--- config.mk ---
export PLATFORM = sky130hd
export DESIGN_NAME = axi_lite_line_master
export DESIGN_NICKNAME = d
export VERILOG_FILES = /design/src/rtl/cache_pkg.sv /design/src/rtl/axi_lite_line_master.sv
export SDC_FILE = /design/constraint.sdc
export NUM_CORES = 2
export LEC_CHECK = 0
export ABC_AREA = 1
export BUFFER_PORTS_ARGS = -buffer_cell sky130_fd_sc_hd__buf_2
export CORE_AREA = 2 2 490 492
export CTS_CLUSTER_DIAMETER = 60
export DETAILED_ROUTE_END_ITERATION = 7
export DIE_AREA = 0 0 492 494
export PLACE_DENSITY = 0.37
export SLEW_MARGIN = 20
export SYNTH_ARGS = -nofsm -noshare
export SYNTH_HDL_FRONTEND = slang
export SYNTH_SLANG_ARGS = --single-unit
--- constraint.sdc ---
create_clock -name i_clk -period 30.5 [get_ports i_clk]
set_input_delay 3.05 -clock i_clk [delete_from_list [all_inputs] [get_ports i_clk]]
set_output_delay 3.05 -clock i_clk [all_outputs]
set_load 0.05 [all_outputs]
--- src/rtl/cache_pkg.sv ---
// Shared cache-side definitions: line geometry, AXI response codes and the
// line-master state type.
package cache_pkg;

  localparam int unsigned BLOCK_WIDTH = 512;
  localparam int unsigned WORD_WIDTH  = 32;
  localparam int unsigned WORD_COUNT  = BLOCK_WIDTH / WORD_WIDTH;

  localparam logic [1:0] AXI_OKAY   = 2'b00;
  localparam logic [1:0] AXI_SLVERR = 2'b10;

  typedef enum logic [2:0] {
    ST_IDLE,
    ST_RD_ADDR,
    ST_RD_DATA,
    ST_WR_REQ,
    ST_WR_RESP,
    ST_DONE
  } t_axi_state;

endpackage

--- src/rtl/axi_lite_line_master.sv ---
// Turns one cache-line fetch or write-back into a series of single-word
// AXI4-Lite beats and pulses o_done once the whole line has been moved.
module axi_lite_line_master #(
  parameter int unsigned ADDR_WIDTH  = 32,
  parameter int unsigned WORD_WIDTH  = cache_pkg::WORD_WIDTH,
  parameter int unsigned BLOCK_WIDTH = cache_pkg::BLOCK_WIDTH
) (
  input  logic                    i_clk,
  input  logic                    i_arst,
  input  logic                    i_read_start_i,
  input  logic                    i_read_start_d,
  input  logic                    i_write_start,
  input  logic [ADDR_WIDTH-1:0]   i_addr_i,
  input  logic [ADDR_WIDTH-1:0]   i_addr_d,
  input  logic [ADDR_WIDTH-1:0]   i_addr_wb,
  input  logic [BLOCK_WIDTH-1:0]  i_wb_line,
  output logic [BLOCK_WIDTH-1:0]  o_line,
  output logic                    o_done,
  output logic                    o_axi_err,
  output logic [ADDR_WIDTH-1:0]   o_awaddr,
  output logic                    o_awvalid,
  input  logic                    i_awready,
  output logic [WORD_WIDTH-1:0]   o_wdata,
  output logic [WORD_WIDTH/8-1:0] o_wstrb,
  output logic                    o_wvalid,
  input  logic                    i_wready,
  input  logic [1:0]              i_bresp,
  input  logic                    i_bvalid,
  output logic                    o_bready,
  output logic [ADDR_WIDTH-1:0]   o_araddr,
  output logic                    o_arvalid,
  input  logic                    i_arready,
  input  logic [WORD_WIDTH-1:0]   i_rdata,
  input  logic [1:0]              i_rresp,
  input  logic                    i_rvalid,
  output logic                    o_rready
);

  import cache_pkg::t_axi_state;
  import cache_pkg::ST_IDLE;
  import cache_pkg::ST_RD_ADDR;
  import cache_pkg::ST_RD_DATA;
  import cache_pkg::ST_WR_REQ;
  import cache_pkg::ST_WR_RESP;
  import cache_pkg::ST_DONE;
  import cache_pkg::AXI_OKAY;

  localparam int unsigned WORD_COUNT = BLOCK_WIDTH / WORD_WIDTH;
  localparam int unsigned CNT_W      = $clog2(WORD_COUNT);
  localparam int unsigned BYTE_SH    = $clog2(WORD_WIDTH / 8);
  localparam logic [ADDR_WIDTH-1:0] LINE_MASK = ADDR_WIDTH'(BLOCK_WIDTH / 8 - 1);

  t_axi_state              state_q, state_d;
  logic [CNT_W-1:0]        cnt_q;
  logic [ADDR_WIDTH-1:0]   addr_q;
  logic [ADDR_WIDTH-1:0]   beat_addr;
  logic [BLOCK_WIDTH-1:0]  wb_line_q;
  logic                    err_q;
  logic                    aw_sent_q, w_sent_q;
  logic                    last_beat;
  logic                    aw_done, w_done;

  assign last_beat = (cnt_q == CNT_W'(WORD_COUNT - 1));
  assign beat_addr = (addr_q & ~LINE_MASK) + (ADDR_WIDTH'(cnt_q) << BYTE_SH);

  // Valids are !sent while in WR_REQ, so "done" reduces to sent-or-ready.
  assign aw_done = aw_sent_q | i_awready;
  assign w_done  = w_sent_q  | i_wready;

  assign o_arvalid = (state_q == ST_RD_ADDR);
  assign o_rready  = (state_q == ST_RD_DATA);
  assign o_awvalid = (state_q == ST_WR_REQ) && !aw_sent_q;
  assign o_wvalid  = (state_q == ST_WR_REQ) && !w_sent_q;
  assign o_bready  = (state_q == ST_WR_RESP);
  assign o_done    = (state_q == ST_DONE);
  assign o_axi_err = (state_q == ST_DONE) && err_q;
  assign o_araddr  = beat_addr;
  assign o_awaddr  = beat_addr;
  assign o_wdata   = wb_line_q[cnt_q*WORD_WIDTH +: WORD_WIDTH];
  assign o_wstrb   = (state_q == ST_WR_REQ) ? '1 : '0;

  always_ff @(posedge i_clk or posedge i_arst) begin
    if (i_arst) state_q <= ST_IDLE;
    else        state_q <= state_d;
  end

  always_comb begin
    state_d = state_q;
    case (state_q)
      ST_IDLE: begin
        if (i_write_start)                        state_d = ST_WR_REQ;
        else if (i_read_start_d || i_read_start_i) state_d = ST_RD_ADDR;
      end
      ST_RD_ADDR: if (i_arready) state_d = ST_RD_DATA;
      ST_RD_DATA: if (i_rvalid)  state_d = last_beat ? ST_DONE : ST_RD_ADDR;
      ST_WR_REQ:  if (aw_done && w_done) state_d = ST_WR_RESP;
      ST_WR_RESP: if (i_bvalid)  state_d = last_beat ? ST_DONE : ST_WR_REQ;
      ST_DONE:    state_d = ST_IDLE;
      default:    state_d = ST_IDLE;
    endcase
  end

  always_ff @(posedge i_clk or posedge i_arst) begin
    if (i_arst) begin
      cnt_q     <= '0;
      addr_q    <= '0;
      wb_line_q <= '0;
      err_q     <= 1'b0;
      aw_sent_q <= 1'b0;
      w_sent_q  <= 1'b0;
      o_line    <= '0;
    end else begin
      case (state_q)
        ST_IDLE: begin
          aw_sent_q <= 1'b0;
          w_sent_q  <= 1'b0;
          if (i_write_start || i_read_start_d || i_read_start_i) begin
            cnt_q <= '0;
            err_q <= 1'b0;
          end
          if (i_write_start) begin
            addr_q    <= i_addr_wb;
            wb_line_q <= i_wb_line;
          end else if (i_read_start_d) begin
            addr_q <= i_addr_d;
          end else if (i_read_start_i) begin
            addr_q <= i_addr_i;
          end
        end
        ST_RD_DATA: if (i_rvalid) begin
          o_line[cnt_q*WORD_WIDTH +: WORD_WIDTH] <= i_rdata;
          err_q <= err_q | (i_rresp != AXI_OKAY);
          if (!last_beat) cnt_q <= cnt_q + 1'b1;
        end
        ST_WR_REQ: begin
          if (aw_done && w_done) begin
            aw_sent_q <= 1'b0;
            w_sent_q  <= 1'b0;
          end else begin
            aw_sent_q <= aw_done;
            w_sent_q  <= w_done;
          end
        end
        ST_WR_RESP: if (i_bvalid) begin
          err_q <= err_q | (i_bresp != AXI_OKAY);
          if (!last_beat) cnt_q <= cnt_q + 1'b1;
        end
        default: ;
      endcase
    end
  end

endmodule

Word-level counts from Yosys, hierarchy flattened
Cells that the tools add are included.
- $mul: 0
- add/subtract/negate cells: 3
- shifts and indexed selects: 3
- bitwise logic cells: 4
- multiplexer cells: 27
- equal/unequal tests: 12
- reduce and logical (&&, ||, !) cells: 20
- divide/modulo/power cells: 0
- $lt $le $gt $ge: 0
- operators by type and width (operator ; count):
    512-bit bitwise mux ; 1
    32-bit by 34-bit variable shift with 512-bit output, first input constant ; 1
    32-bit by 34-bit variable part select with 512-bit output ; 1
    512-bit by 10-bit variable part select with 32-bit output ; 1
    32-bit two-way mux ; 3
    9-bit negator with 34-bit output ; 1
    32-bit by 6-bit adder with 32-bit output ; 1
    3-bit two-way mux ; 8
    4-bit two-way mux ; 5
    3-bit one-hot mux with 5 select lines ; 1
    4-bit one-hot mux with 3 select lines ; 1
    3-bit by 2-bit == test with 1-bit output, second input constant ; 2
    3-bit == test, second input constant ; 2
    2-bit != test, second input constant ; 3
    2-bit AND reduction ; 3
    2-bit nonzero test ; 3
    3-bit nonzero test ; 2
    1-bit two-way mux ; 5
    5-bit AND reduction ; 1
    4-bit by 1-bit adder with 4-bit output, second input constant ; 1
    4-bit == test, second input constant ; 1
    1-bit logical AND ; 4
    2-bit by 1-bit != test with 1-bit output, second input constant ; 2
    1-bit OR ; 4
    other kinds (8) ; 12
- output and inout port bits: 619
- ROM bits: 0
- bits in latches: 0
- bits in writable memories: 0
- register bits after elaboration: 1066
- input bits: 654
- memories: 0

Longest topological paths before layout
- depth in word-level cells: 4
- depth in mapped cells: 16
- gate-level depth less buffers: 11

Worst setup path before layout
Ideal clock, no wire load.
- path type: flip-flop to output port
- start: reg state_q[1]
- end: out o_awvalid
- arrival time: 2.898 ns
- required time: 27.450 ns
- path slack: 24.552 ns
- cell stages (with the launch flop): 5
- cells stage by stage: dfrtp_1 -> inv_2 -> nor3_1 -> inv_1 -> nor2_1
- longest elaborated chain between the ends: 2
- RTL lines (what ; line ; RTL):
    start: declaration ; axi_lite_line_master.sv:53 ; t_axi_state state_q, state_d;
    start signal: assignment ; axi_lite_line_master.sv:84 ; else state_q <= state_d;
    3-bit by 2-bit == test with 1-bit output ; axi_lite_line_master.sv:72 ; assign o_awvalid = (state_q == ST_WR_REQ) && !aw_sent_q;
    1-bit logical AND ; axi_lite_line_master.sv:72 ;
    end: declaration ; axi_lite_line_master.sv:21 ; output logic o_awvalid,
Every way passes these cells.

Worst setup path in the final report
- start: reg cnt_q[0]
- end: out o_wdata[17]
- longest elaborated chain between the ends: 1
- RTL lines (what ; line ; RTL):
    start: declaration ; axi_lite_line_master.sv:54 ; logic [CNT_W-1:0] cnt_q;
    start signal: assignment ; axi_lite_line_master.sv:133 ; if (!last_beat) cnt_q <= cnt_q + 1'b1;
    start signal: assignment ; axi_lite_line_master.sv:146 ; if (!last_beat) cnt_q <= cnt_q + 1'b1;
    512-bit by 10-bit variable part select with 32-bit output ; axi_lite_line_master.sv:79 ; assign o_wdata = wb_line_q[cnt_q*WORD_WIDTH +: WORD_WIDTH];
    end: declaration ; axi_lite_line_master.sv:23 ; output logic [WORD_WIDTH-1:0] o_wdata,
Every way passes these cells.

==> metrics.txt <==
status=complete, no violations; largest net degree at the start of global routing=181; Post-synth EDFFs=0; hold_buf cts=0; Core Area=about 240000 um2; share of layout cells above drive strength 1=about 22%; CTS Buffer Depth=3; critical path class=reg2out; Final min period=7945 ps; Slew @ Worst Pin=1108 ps; clk_skew=29.53 ps; area of the multi-input gates=19380 um2; CTS resizes=0; worst setup margin=22560 ps; TritonCTS Sinks=1060; Yosys reg bits=1060; Hold Path Class=reg2reg; warnings from Yosys=0; H-tree depth=4; top_reg_cell synth=dfrtp_1; gr usage total=21.67%; RSZ-0062 raised after global routing=no; DR iter-0 viols=approximately 3800; Synth async-reset ratio=100.0%; leakage power=0.03255 uW; cell taking the most area after synthesis=dfrtp_1; worst-path fanout max=74; I/O Buffers=1250; die span in y=494 um; sequential cell area=26530 um2; Max Fclk=125.9 MHz; reg2reg start=cnt_q[1]; setup_tns=0 ps; total wire length=about 270000 um; Via density=4.563; crit end category=primary output; clock latency at the later pin of the worst-skew pair=820 ps; design area=63100 um2; placed inst area=57970 um2; die area=243000 um2; gr ovfl total=0; period utilization=26.05%; first-pass GRT wire length=between 300000 and 400000 um; max cap viols=0; CTS tree=yes; power per cell area=92.48 nW/um2; pre-CTS setup slack=23200 ps; Util after Layout=a little over a quarter; vias in the first global route=47670; Hold Crit Start=o_line[120]; Layout area overhead=27.79%; syn avg cell area=approximately 7.9 um2; Die W=492 um; row count=179; wire length on met1=114600 um; Synth top area share=53.71%; WL per Instance=25.64 um; Post-synth top cells=2491 x nand2_1, 1060 x dfrtp_1, 482 x o21ai_0, 400 x nand3_1, 279 x inv_1; initial antenna violation count=just over 80; antenna viol nets, final=0; uppermost layer routed=met5; Worst IR Drop VDD=roughly 0.000064 V; CP required=27450 ps; Arrival @ worst endpoint=4890 ps; Final #Nets=around 7900; post-route insts no fill=10560; Mapped Area=about 50000 um2; Initial DRT Pass Iterations=6; Max Transition Viols Final=0; final hold vios=0; Worst slew margin=25.80%; Post-CTS Setup Bufs=0; drc violations=0; critical path startpoint category=flop; CP Launch Point=cnt_q[0]; Worst-path clk slew=50 ps; Num CTS Buffers=149; synth unique cells=37; dpl cells=around 10000; hpwl dp=194400 um; Via Count=48180; Final GP Congestion=0.8598; Cells after Synth=~6300; Initial Util=20.80%; ranking of synthesized cells by area=dfrtp_1 54%, nand2_1 19%, o21ai_0 4.9%, nand3_1 4.1%, nor3_1 2.5%; endpoints failing setup=0; Seq/Total Area, Yosys=53.71%; # IOs=1273; FILL cells=26400; met3 WL=~19000 um; Root Driver=clkbuf_16; most common cell in the synthesized netlist=nand2_1; metal2 WL=roughly 130000 um
==> flip-flops by register name (all words and copies together), names as in the netlist <==
signal and flops:
cnt_q 4, w_sent_q 1, wb_line_q 512, state_q 3
err_q 1, addr_q 26, o_line 512, aw_sent_q 1
==> layer usage <==
layer / vias to the layer above / global-route usage [%]
li1: 22230 / -
met1: 23720 / 27.71
met2: 1742 / 35.36
met3: 396 / 5.329
met4: 92 / 7.840
met5: - / 0
==> cell type report <==
type / instances / share of cell area [%]
sequential: 1060 / 42.05
multi-input combinational: 4404 / 30.71
timing repair buffer: 1336 / 11.00
clock buffer: 216 / 6.934
tap: 3167 / 6.279
inverter: 299 / 1.824
clock inverter: 55 / 1.114
antenna: 22 / 0.08724
==> where the power goes <==
part | leakage [uW] | total, uW | switching, uW | internal [uW]
combinational | 0.0161 | 2080 | 1640 | 438
clock | 0.00248 | 1810 | 735 | 1070
sequential | 0.0139 | 1950 | 179 | 1770
==> final timing paths <==
kind / end / slack (ps) / depth (start not counted)
max: o_wdata[17] / 22560 / 8
min: o_line[120] / 470 / 2
max reg2reg: o_line[381] / 23440 / 14
min reg2reg: o_line[120] / 470 / 2
max in group asynchronous: o_line[412] / 24490 / 6
min in group asynchronous: o_line[440] / 2410 / 2
==> kinds of logic after synthesis <==
kind of cell	share of synthesized area [%]
xor gates and xnor gates	0.03548
and+or+nand+nor	29.46
buffers and inverters	7.277
other	0.007594
adders and majority gates	0.07602
DFF	53.71
muxes	0.5270
AOI/OAI and AO/OA	8.901
==> metrics by stage <==
step | hold WS, ps | total power [uW]
floorplan | 443.6 | 3331
global placement | 451.6 | 4068
detailed placement | 454.2 | 4085
CTS | 469.9 | 5924
global route | 486.7 | 6177
finish | 466.4 | 5836
==> worst max-delay path: stages, from the launching register on <==
cell,delay [ps]
dfrtp_4,900
buf_4,640
buf_4,730
buf_4,610
o21ai_0,350
nand3_1,170
nand4_1,220
nand2_1,130
buf_2,280
==> layout by cell type, fill, tap and decap left out, types with 18 or more instances in the layout <==
master / Yosys / final
buf_2: 195 / 1250
mux2i_1: 26 / 26
clkbuf_1: 211 / 32
clkbuf_16: 0 / 153
clkbuf_8: 0 / 31
o21ai_0: 482 / 482
buf_4: 69 / 82
nor2_1: 190 / 190
dfrtp_1: 1060 / 1057
clkinv_2: 0 / 18
nor3_1: 244 / 244
nand3_1: 400 / 397
o211ai_1: 33 / 33
a21oi_1: 200 / 200
nand2_1: 2491 / 2488
o21ai_1: 139 / 139
inv_1: 279 / 277
diode_2: 0 / 22
nand4_1: 137 / 137
No activity file was read; power rests on OpenSTA's default activity.
